===== config.mk =====
export PLATFORM = sky130hd
export DESIGN_NAME = mem_access_unit
export DESIGN_NICKNAME = d
export VERILOG_FILES = /design/src/rtl/mem_pkg.sv /design/src/rtl/lsu_align.sv /design/src/rtl/mem_access_unit.sv
export SDC_FILE = /design/constraint.sdc
export NUM_CORES = 1
export LEC_CHECK = 0
export CAP_MARGIN = 15
export CORE_UTILIZATION = 45
export CTS_CLUSTER_DIAMETER = 150
export DETAILED_ROUTE_END_ITERATION = 7
export GPL_ROUTABILITY_DRIVEN = 0
export PLACE_DENSITY = 0.83
export SLEW_MARGIN = 20
export SYNTH_ARGS = -nofsm -noshare
export SYNTH_HDL_FRONTEND = slang
export SYNTH_SLANG_ARGS = --single-unit

===== constraint.sdc =====
create_clock -name clk -period 5.1 [get_ports clk]
set_clock_uncertainty 0.05 [all_clocks]
set_input_delay 1.02 -clock clk [delete_from_list [all_inputs] [get_ports clk]]
set_output_delay 1.02 -clock clk [all_outputs]
set_load 0.005 [all_outputs]

===== src/rtl/mem_pkg.sv =====
// Shared types and constants for the memory access unit and its lane aligner.
package mem_pkg;

    localparam int unsigned BYTEEN_W = 4;
    localparam int unsigned F3_W     = 3;

    localparam logic [F3_W-1:0] LB  = 3'b000;
    localparam logic [F3_W-1:0] LH  = 3'b001;
    localparam logic [F3_W-1:0] LW  = 3'b010;
    localparam logic [F3_W-1:0] LBU = 3'b100;
    localparam logic [F3_W-1:0] LHU = 3'b101;
    localparam logic [F3_W-1:0] SB  = 3'b000;
    localparam logic [F3_W-1:0] SH  = 3'b001;
    localparam logic [F3_W-1:0] SW  = 3'b010;

    typedef enum logic [1:0] {
        IDLE   = 2'd0,
        ACCESS = 2'd1,
        RESP   = 2'd2
    } mau_state_t;

endpackage


===== src/rtl/lsu_align.sv =====
// Combinational lane logic: store byte enables/replication, load extraction and
// extension, and misalignment / unsupported-width detection.
module lsu_align
    import mem_pkg::*;
#(
    parameter int unsigned WIDTH = 32
) (
    input  logic [F3_W-1:0]     funct3,
    input  logic [1:0]          addr_lo,
    input  logic [WIDTH-1:0]    wdata,
    input  logic [WIDTH-1:0]    rdata,
    output logic [BYTEEN_W-1:0] byteen,
    output logic [WIDTH-1:0]    wdata_shifted,
    output logic [WIDTH-1:0]    rdata_ext,
    output logic                misaligned
);

    logic [WIDTH-1:0] rdata_lane;

    assign rdata_lane = rdata >> {addr_lo, 3'b000};

    always_comb begin
        byteen        = '0;
        wdata_shifted = '0;
        rdata_ext     = '0;
        misaligned    = 1'b0;
        case (funct3)
            LB: begin
                byteen        = 4'b0001 << addr_lo;
                wdata_shifted = WIDTH'({4{wdata[7:0]}});
                rdata_ext     = {{(WIDTH-8){rdata_lane[7]}}, rdata_lane[7:0]};
            end
            LBU: begin
                byteen        = 4'b0001 << addr_lo;
                wdata_shifted = WIDTH'({4{wdata[7:0]}});
                rdata_ext     = {{(WIDTH-8){1'b0}}, rdata_lane[7:0]};
            end
            LH: begin
                byteen        = 4'b0011 << {addr_lo[1], 1'b0};
                wdata_shifted = WIDTH'({2{wdata[15:0]}});
                rdata_ext     = {{(WIDTH-16){rdata_lane[15]}}, rdata_lane[15:0]};
                misaligned    = addr_lo[0];
            end
            LHU: begin
                byteen        = 4'b0011 << {addr_lo[1], 1'b0};
                wdata_shifted = WIDTH'({2{wdata[15:0]}});
                rdata_ext     = {{(WIDTH-16){1'b0}}, rdata_lane[15:0]};
                misaligned    = addr_lo[0];
            end
            LW: begin
                byteen        = 4'b1111;
                wdata_shifted = wdata;
                rdata_ext     = rdata;
                misaligned    = |addr_lo;
            end
            // 011, 110, 111 have no RV32I load/store meaning
            default: misaligned = 1'b1;
        endcase
    end

endmodule


===== src/rtl/mem_access_unit.sv =====
// Bus initiator: arbitrates fetch and load/store requests (LSU first), runs one
// aligned bus access at a time and returns a single-cycle response pulse.
module mem_access_unit
    import mem_pkg::*;
#(
    parameter int unsigned WIDTH        = 32,
    parameter int unsigned READ_LATENCY = 1
) (
    input  logic                clk,
    input  logic                rst_n,
    input  logic                fetch_req_valid,
    output logic                fetch_req_ready,
    input  logic [WIDTH-1:0]    fetch_addr,
    output logic                fetch_resp_valid,
    output logic [WIDTH-1:0]    fetch_instr,
    output logic                fetch_fault,
    input  logic                lsu_req_valid,
    output logic                lsu_req_ready,
    input  logic                lsu_we,
    input  logic [F3_W-1:0]     lsu_funct3,
    input  logic [WIDTH-1:0]    lsu_addr,
    input  logic [WIDTH-1:0]    lsu_wdata,
    output logic                lsu_resp_valid,
    output logic [WIDTH-1:0]    lsu_rdata,
    output logic                lsu_misaligned,
    output logic                mem_read,
    output logic                mem_write,
    output logic [WIDTH-1:0]    addr_out,
    output logic [WIDTH-1:0]    data_out,
    output logic [BYTEEN_W-1:0] byteen,
    input  logic [WIDTH-1:0]    mem_data_in
);

    localparam int unsigned CNT_W = (READ_LATENCY > 1) ? $clog2(READ_LATENCY) : 1;

    mau_state_t state_q, state_d;
    logic                src_fetch_q, src_fetch_d;
    logic                we_q, we_d;
    logic [F3_W-1:0]     funct3_q, funct3_d;
    logic [WIDTH-1:0]    addr_q, addr_d;
    logic [CNT_W-1:0]    cnt_q, cnt_d;

    logic                mem_read_q, mem_read_d;
    logic                mem_write_q, mem_write_d;
    logic [WIDTH-1:0]    addr_out_q, addr_out_d;
    logic [WIDTH-1:0]    data_out_q, data_out_d;
    logic [BYTEEN_W-1:0] byteen_q, byteen_d;
    logic                fetch_resp_valid_q, fetch_resp_valid_d;
    logic [WIDTH-1:0]    fetch_instr_q, fetch_instr_d;
    logic                fetch_fault_q, fetch_fault_d;
    logic                lsu_resp_valid_q, lsu_resp_valid_d;
    logic [WIDTH-1:0]    lsu_rdata_q, lsu_rdata_d;
    logic                lsu_misaligned_q, lsu_misaligned_d;

    logic                idle_c;
    logic [F3_W-1:0]     al_funct3_c;
    logic [1:0]          al_addr_lo_c;
    logic [BYTEEN_W-1:0] al_byteen_c;
    logic [WIDTH-1:0]    al_wdata_c;
    logic [WIDTH-1:0]    al_rdata_c;
    logic                al_misaligned_c;

    assign idle_c          = (state_q == IDLE);
    assign lsu_req_ready   = idle_c;
    assign fetch_req_ready = idle_c && !lsu_req_valid;

    // In IDLE the aligner checks the incoming request; afterwards it extracts load data
    assign al_funct3_c  = idle_c ? lsu_funct3    : funct3_q;
    assign al_addr_lo_c = idle_c ? lsu_addr[1:0] : addr_q[1:0];

    lsu_align #(
        .WIDTH (WIDTH)
    ) u_lsu_align (
        .funct3        (al_funct3_c),
        .addr_lo       (al_addr_lo_c),
        .wdata         (lsu_wdata),
        .rdata         (mem_data_in),
        .byteen        (al_byteen_c),
        .wdata_shifted (al_wdata_c),
        .rdata_ext     (al_rdata_c),
        .misaligned    (al_misaligned_c)
    );

    // Next state and next registered outputs; outputs default to 0 every cycle
    always_comb begin
        state_d            = state_q;
        src_fetch_d        = src_fetch_q;
        we_d               = we_q;
        funct3_d           = funct3_q;
        addr_d             = addr_q;
        cnt_d              = cnt_q;
        mem_read_d         = 1'b0;
        mem_write_d        = 1'b0;
        addr_out_d         = '0;
        data_out_d         = '0;
        byteen_d           = '0;
        fetch_resp_valid_d = 1'b0;
        fetch_instr_d      = '0;
        fetch_fault_d      = 1'b0;
        lsu_resp_valid_d   = 1'b0;
        lsu_rdata_d        = '0;
        lsu_misaligned_d   = 1'b0;

        case (state_q)
            IDLE: begin
                if (lsu_req_valid) begin
                    src_fetch_d = 1'b0;
                    we_d        = lsu_we;
                    funct3_d    = lsu_funct3;
                    addr_d      = lsu_addr;
                    if (al_misaligned_c) begin
                        state_d          = RESP;
                        lsu_resp_valid_d = 1'b1;
                        lsu_misaligned_d = 1'b1;
                    end else begin
                        state_d    = ACCESS;
                        cnt_d      = CNT_W'(READ_LATENCY - 1);
                        addr_out_d = lsu_addr;
                        if (lsu_we) begin
                            mem_write_d = 1'b1;
                            byteen_d    = al_byteen_c;
                            data_out_d  = al_wdata_c;
                        end else begin
                            mem_read_d = 1'b1;
                        end
                    end
                end else if (fetch_req_valid) begin
                    src_fetch_d = 1'b1;
                    we_d        = 1'b0;
                    funct3_d    = LW;
                    addr_d      = fetch_addr;
                    if (|fetch_addr[1:0]) begin
                        state_d            = RESP;
                        fetch_resp_valid_d = 1'b1;
                        fetch_fault_d      = 1'b1;
                    end else begin
                        state_d    = ACCESS;
                        cnt_d      = CNT_W'(READ_LATENCY - 1);
                        addr_out_d = fetch_addr;
                        mem_read_d = 1'b1;
                    end
                end
            end
            ACCESS: begin
                if (we_q) begin
                    state_d          = RESP;
                    lsu_resp_valid_d = 1'b1;
                end else if (cnt_q == '0) begin
                    // Final read cycle: mem_data_in is valid on this edge
                    state_d = RESP;
                    if (src_fetch_q) begin
                        fetch_resp_valid_d = 1'b1;
                        fetch_instr_d      = mem_data_in;
                    end else begin
                        lsu_resp_valid_d = 1'b1;
                        lsu_rdata_d      = al_rdata_c;
                    end
                end else begin
                    cnt_d      = cnt_q - CNT_W'(1);
                    mem_read_d = 1'b1;
                    addr_out_d = addr_q;
                end
            end
            RESP: begin
                state_d = IDLE;
            end
            default: begin
                state_d = IDLE;
            end
        endcase
    end

    always_ff @(posedge clk or negedge rst_n) begin
        if (!rst_n) begin
            state_q            <= IDLE;
            src_fetch_q        <= 1'b0;
            we_q               <= 1'b0;
            funct3_q           <= '0;
            addr_q             <= '0;
            cnt_q              <= '0;
            mem_read_q         <= 1'b0;
            mem_write_q        <= 1'b0;
            addr_out_q         <= '0;
            data_out_q         <= '0;
            byteen_q           <= '0;
            fetch_resp_valid_q <= 1'b0;
            fetch_instr_q      <= '0;
            fetch_fault_q      <= 1'b0;
            lsu_resp_valid_q   <= 1'b0;
            lsu_rdata_q        <= '0;
            lsu_misaligned_q   <= 1'b0;
        end else begin
            state_q            <= state_d;
            src_fetch_q        <= src_fetch_d;
            we_q               <= we_d;
            funct3_q           <= funct3_d;
            addr_q             <= addr_d;
            cnt_q              <= cnt_d;
            mem_read_q         <= mem_read_d;
            mem_write_q        <= mem_write_d;
            addr_out_q         <= addr_out_d;
            data_out_q         <= data_out_d;
            byteen_q           <= byteen_d;
            fetch_resp_valid_q <= fetch_resp_valid_d;
            fetch_instr_q      <= fetch_instr_d;
            fetch_fault_q      <= fetch_fault_d;
            lsu_resp_valid_q   <= lsu_resp_valid_d;
            lsu_rdata_q        <= lsu_rdata_d;
            lsu_misaligned_q   <= lsu_misaligned_d;
        end
    end

    assign mem_read         = mem_read_q;
    assign mem_write        = mem_write_q;
    assign addr_out         = addr_out_q;
    assign data_out         = data_out_q;
    assign byteen           = byteen_q;
    assign fetch_resp_valid = fetch_resp_valid_q;
    assign fetch_instr      = fetch_instr_q;
    assign fetch_fault      = fetch_fault_q;
    assign lsu_resp_valid   = lsu_resp_valid_q;
    assign lsu_rdata        = lsu_rdata_q;
    assign lsu_misaligned   = lsu_misaligned_q;

endmodule

==> impl_metrics.py <==
metrics = {
    "global_route": {
        "grt_start_max_net_pins": 57,
        "global_route_wire_length_before_repair_microns": 30600,
        "grt_antenna_before_repair": 0,
        "gr-total-overflow": 0,
        "first_global_vias": 5659,
        "grt_use_total_pct": 28.5,
    },
    "detailed_routing": {
        "detail-route-antenna-nets": 0,
        "drtPass1Iterations": 5,
        "totalWireLength_microns": 19700,
        "detailedRoute.firstIterationViolations": 588,
        "num_vias": 5533,
        "post_drt_wl_per_cell_microns": 20.1,
        "drc_errors": 0,
        "drt-vias-per-instance": 5.64,
    },
    "timing": {
        "slew_at_the_pin_closest_to_its_max_slew_limit_ps": 1040,
        "hold_ws_ps": 473,
        "final_hold_viol_count": 0,
        "count_of_final_setup_violators": 0,
        "grt_setup_unrepaired": "false",
        "achievable-frequency_ghz": 0.248,
        "period_needed_ps": 4030,
        "slew-limit-headroom_pct": 30.6,
        "maxSlewViolCount": 0,
        "layout_worst_path_cycle_share_pct": 78.9,
        "setup_tns_ps": 0,
    },
    "die": {
        "dieWidth_microns": 119,
        "design.die.area_sq_um": 14200,
        "boundary_pins": 276,
        "coreArea_sq_um": 13300,
        "initial_core_utilization_pct": 46.5,
        "fp.dieH_microns": 119,
        "rows": 42,
    },
    "clock_network": {
        "hold_buffers": 0,
        "post_cts.repair.setup_buffers": 0,
        "clock_tree.htree_level_count": 4,
        "cts.sink_count": 147,
        "largest_buffer_count_on_any_clock_path": 2,
        "clk-insertion-delay-late_ps": 420,
        "post_cts_resize_count": 0,
        "clock_tree.root_cell": "sky130_fd_sc_hd__clkbuf_16",
        "numCtsBuffers": 17,
        "clk_pin_slew_worst_paths_ps": 60,
        "tritoncts": "built",
    },
    "logic_synthesis": {
        "synth_top_cells_by_area": "sky130_fd_sc_hd__dfrtp_1 (60%), sky130_fd_sc_hd__a22o_1 (4.5%), sky130_fd_sc_hd__and2_1 (3.5%), sky130_fd_sc_hd__nor2_1 (3.0%), sky130_fd_sc_hd__nand2_1 (2.8%)",
        "synth_most_common_cell": "sky130_fd_sc_hd__dfrtp_1",
        "synth_ff_type": "sky130_fd_sc_hd__dfrtp_1",
        "synth.cells.most_frequent": "sky130_fd_sc_hd__dfrtp_1 (147), sky130_fd_sc_hd__nor2_1 (50), sky130_fd_sc_hd__nand2_1 (46), sky130_fd_sc_hd__and2_1 (35), sky130_fd_sc_hd__a22o_1 (32)",
        "async_set_reset_flop_share_out_of_synthesis_pct": 100,
        "netlist.area_leader.share_pct": 59.5,
        "synth.cell_area_sq_um": 6180,
        "yosys_warning_total": 0,
        "syn-num-nets": 666,
        "synth_cell_type_count": 55,
        "seq_area_frac_synth_pct": 59.5,
        "synth_seq_cells": 147,
        "synth-edff-count": 0,
        "synth.avg_cell_area_sq_um": 11.7,
        "synth_area_leader_cell": "sky130_fd_sc_hd__dfrtp_1",
        "post_synth_inst_count": 530,
    },
    "worst_setup_path": {
        "crit_path_max_fanout": 41,
        "worstPathCellList": "or2_1 > inv_2 > mux2i_4 > o21ai_1 > a21oi_4 > a22o_1",
        "crit_path_launch": "state_q[0]",
        "timing.critical_path.arrival_ps": 4320,
        "endpoint": "addr_out[7]",
        "setup.worst_path.end_class": "register",
        "worstSetupStartpointType": "register",
        "regToRegEndpoint": "addr_out[7]",
        "critPathKind": "reg2reg",
        "maximum_single_stage_delay_on_the_critical_path_ps": 880,
        "r2r.worst_path.cells": 6,
        "slowest_cell_on_crit_path": "sky130_fd_sc_hd__a21oi_4",
        "worstPathRequired_ps": 5390,
        "critical_path.reg2reg.startpoint": "state_q[0]",
        "r2r_slack_ps": 1070,
    },
    "cells_and_area": {
        "antenna_diodes": 0,
        "fin_cells": 981,
        "layout.filler_cells": 917,
        "utilization_pct": 72.6,
        "areaGrowthSynthToFinish_pct": 56.1,
        "design.final.nets": 928,
        "drive_gt1_share_pct": 8.94,
    },
    "pwr": {
        "share_seq_of_total_power_pct": 32.8,
        "pwr-share-comb_pct": 36.4,
        "irDropWorstVdd_v": 0.000249,
        "static-leakage-power_nw": 4.15,
        "power_frac_clock_pct": 30.8,
        "sw_frac_of_total_pct": 33.2,
        "power.internal_mw": 2.96,
        "net-switching-power_mw": 1.47,
        "power.density_nw_per_um2": 459,
    },
    "run": {
        "maxCapViolCount": 0,
    },
    "run_status": {
        "run_status": "finished clean",
    },
    "hold_path": {
        "hold_depth": 2,
        "hold_path_class": "reg2reg",
    },
    "place": {
        "io_buffer_count": 275,
        "detailedPlacementHpwl_microns": 13900,
        "place_inst": 949,
    },
}
==> kinds of logic after synthesis <==
group / after synthesis / synth area share (%)
DFF: 147 / 59.5
muxes: 11 / 2.35
and+or+nand+nor: 162 / 12.9
AOI/OAI and AO/OA: 164 / 20.9
buffers and inverters: 46 / 4.29
==> power groups by stage <==
stage          clock network (mW)  logic [mW]  registers (mW)
5_1_grt                      1.43        1.73            1.47
3_5_place_dp                    0        1.58            1.47
2_1_floorplan                   0        1.02            1.43
3_3_place_gp                    0        1.53            1.45
6_report                     1.36        1.61            1.45
4_1_cts                      1.38        1.60            1.45
==> flip-flops by register name, indices dropped and copies added (netlist names) <==
signal            count
lsu_rdata            32
mem_write             1
funct3_q              3
fetch_instr          32
lsu_misaligned        1
addr_q                2
fetch_resp_valid      1
state_q               2
we_q                  1
lsu_resp_valid        1
data_out             32
mem_read              1
src_fetch_q           1
byteen                4
fetch_fault           1
addr_out             32
==> through the flow <==
stage               total power, mW  worst slack, ps  area (sq um)
floorplan                      2.45             2500          6180
global placement               2.98             1380          8980
detailed placement             3.04             1140          8980
CTS                            4.43             1080          9640
global route                   4.64              831          9650
finish                         4.43             1070          9650
==> worst min path at each step <==
stage	start	endpoint	slack (ps)
detailed placement	we_q	we_q	460
global placement	we_q	we_q	450
global route	rst_n	lsu_rdata[25]	520
CTS	we_q	we_q	470
floorplan	we_q	we_q	420
finish	we_q	we_q	470
==> layer usage <==
| metal | GRT usage, % | part of all wire [%] | up-vias |
|---|---|---|---|
| met5 | 0 | 0 | - |
| met4 | 12.1 | 3.3 | 0 |
| met3 | 8.19 | 8.7 | 51 |
| met2 | 49.3 | 51 | 316 |
| met1 | 32.9 | 37 | 2718 |
| li1 | - | - | 2448 |
==> layout by cell type, fill, tap and decap left out, types with 17 or more instances in the layout <==
| cell type | instances |
|---|---|
| sky130_fd_sc_hd__a22oi_1 | 19 |
| sky130_fd_sc_hd__clkbuf_16 | 17 |
| sky130_fd_sc_hd__a22o_1 | 32 |
| sky130_fd_sc_hd__nor2_1 | 49 |
| sky130_fd_sc_hd__dfrtp_1 | 147 |
| sky130_fd_sc_hd__clkdlybuf4s50_1 | 274 |
| sky130_fd_sc_hd__nand2_1 | 46 |
| sky130_fd_sc_hd__a21oi_1 | 25 |
| sky130_fd_sc_hd__and2_1 | 35 |
==> critical path, delay by kind of cell (launching register included) <==
kind / cells / cell delay (ps)
AO/OA/AOI/OAI: 3 / 1470
multiplexers: 1 / 750
flip-flops: 1 / 710
AND/OR/NAND/NOR: 1 / 660
buffers and inverters: 1 / 280
==> final cells by class <==
| type | count | area (sq um) | area share, % |
|---|---|---|---|
| Inverter | 7 | 26.3 | 0.272 |
| Clock inverter | 12 | 204 | 2.11 |
| Sequential cell | 147 | 3680 | 38.1 |
| Multi-Input combinational cell | 337 | 2270 | 23.5 |
| Timing Repair Buffer | 282 | 2810 | 29.1 |
| Clock buffer | 20 | 447 | 4.63 |
| Tap cell | 176 | 220 | 2.28 |
No activity file was read; power rests on OpenSTA's default activity.
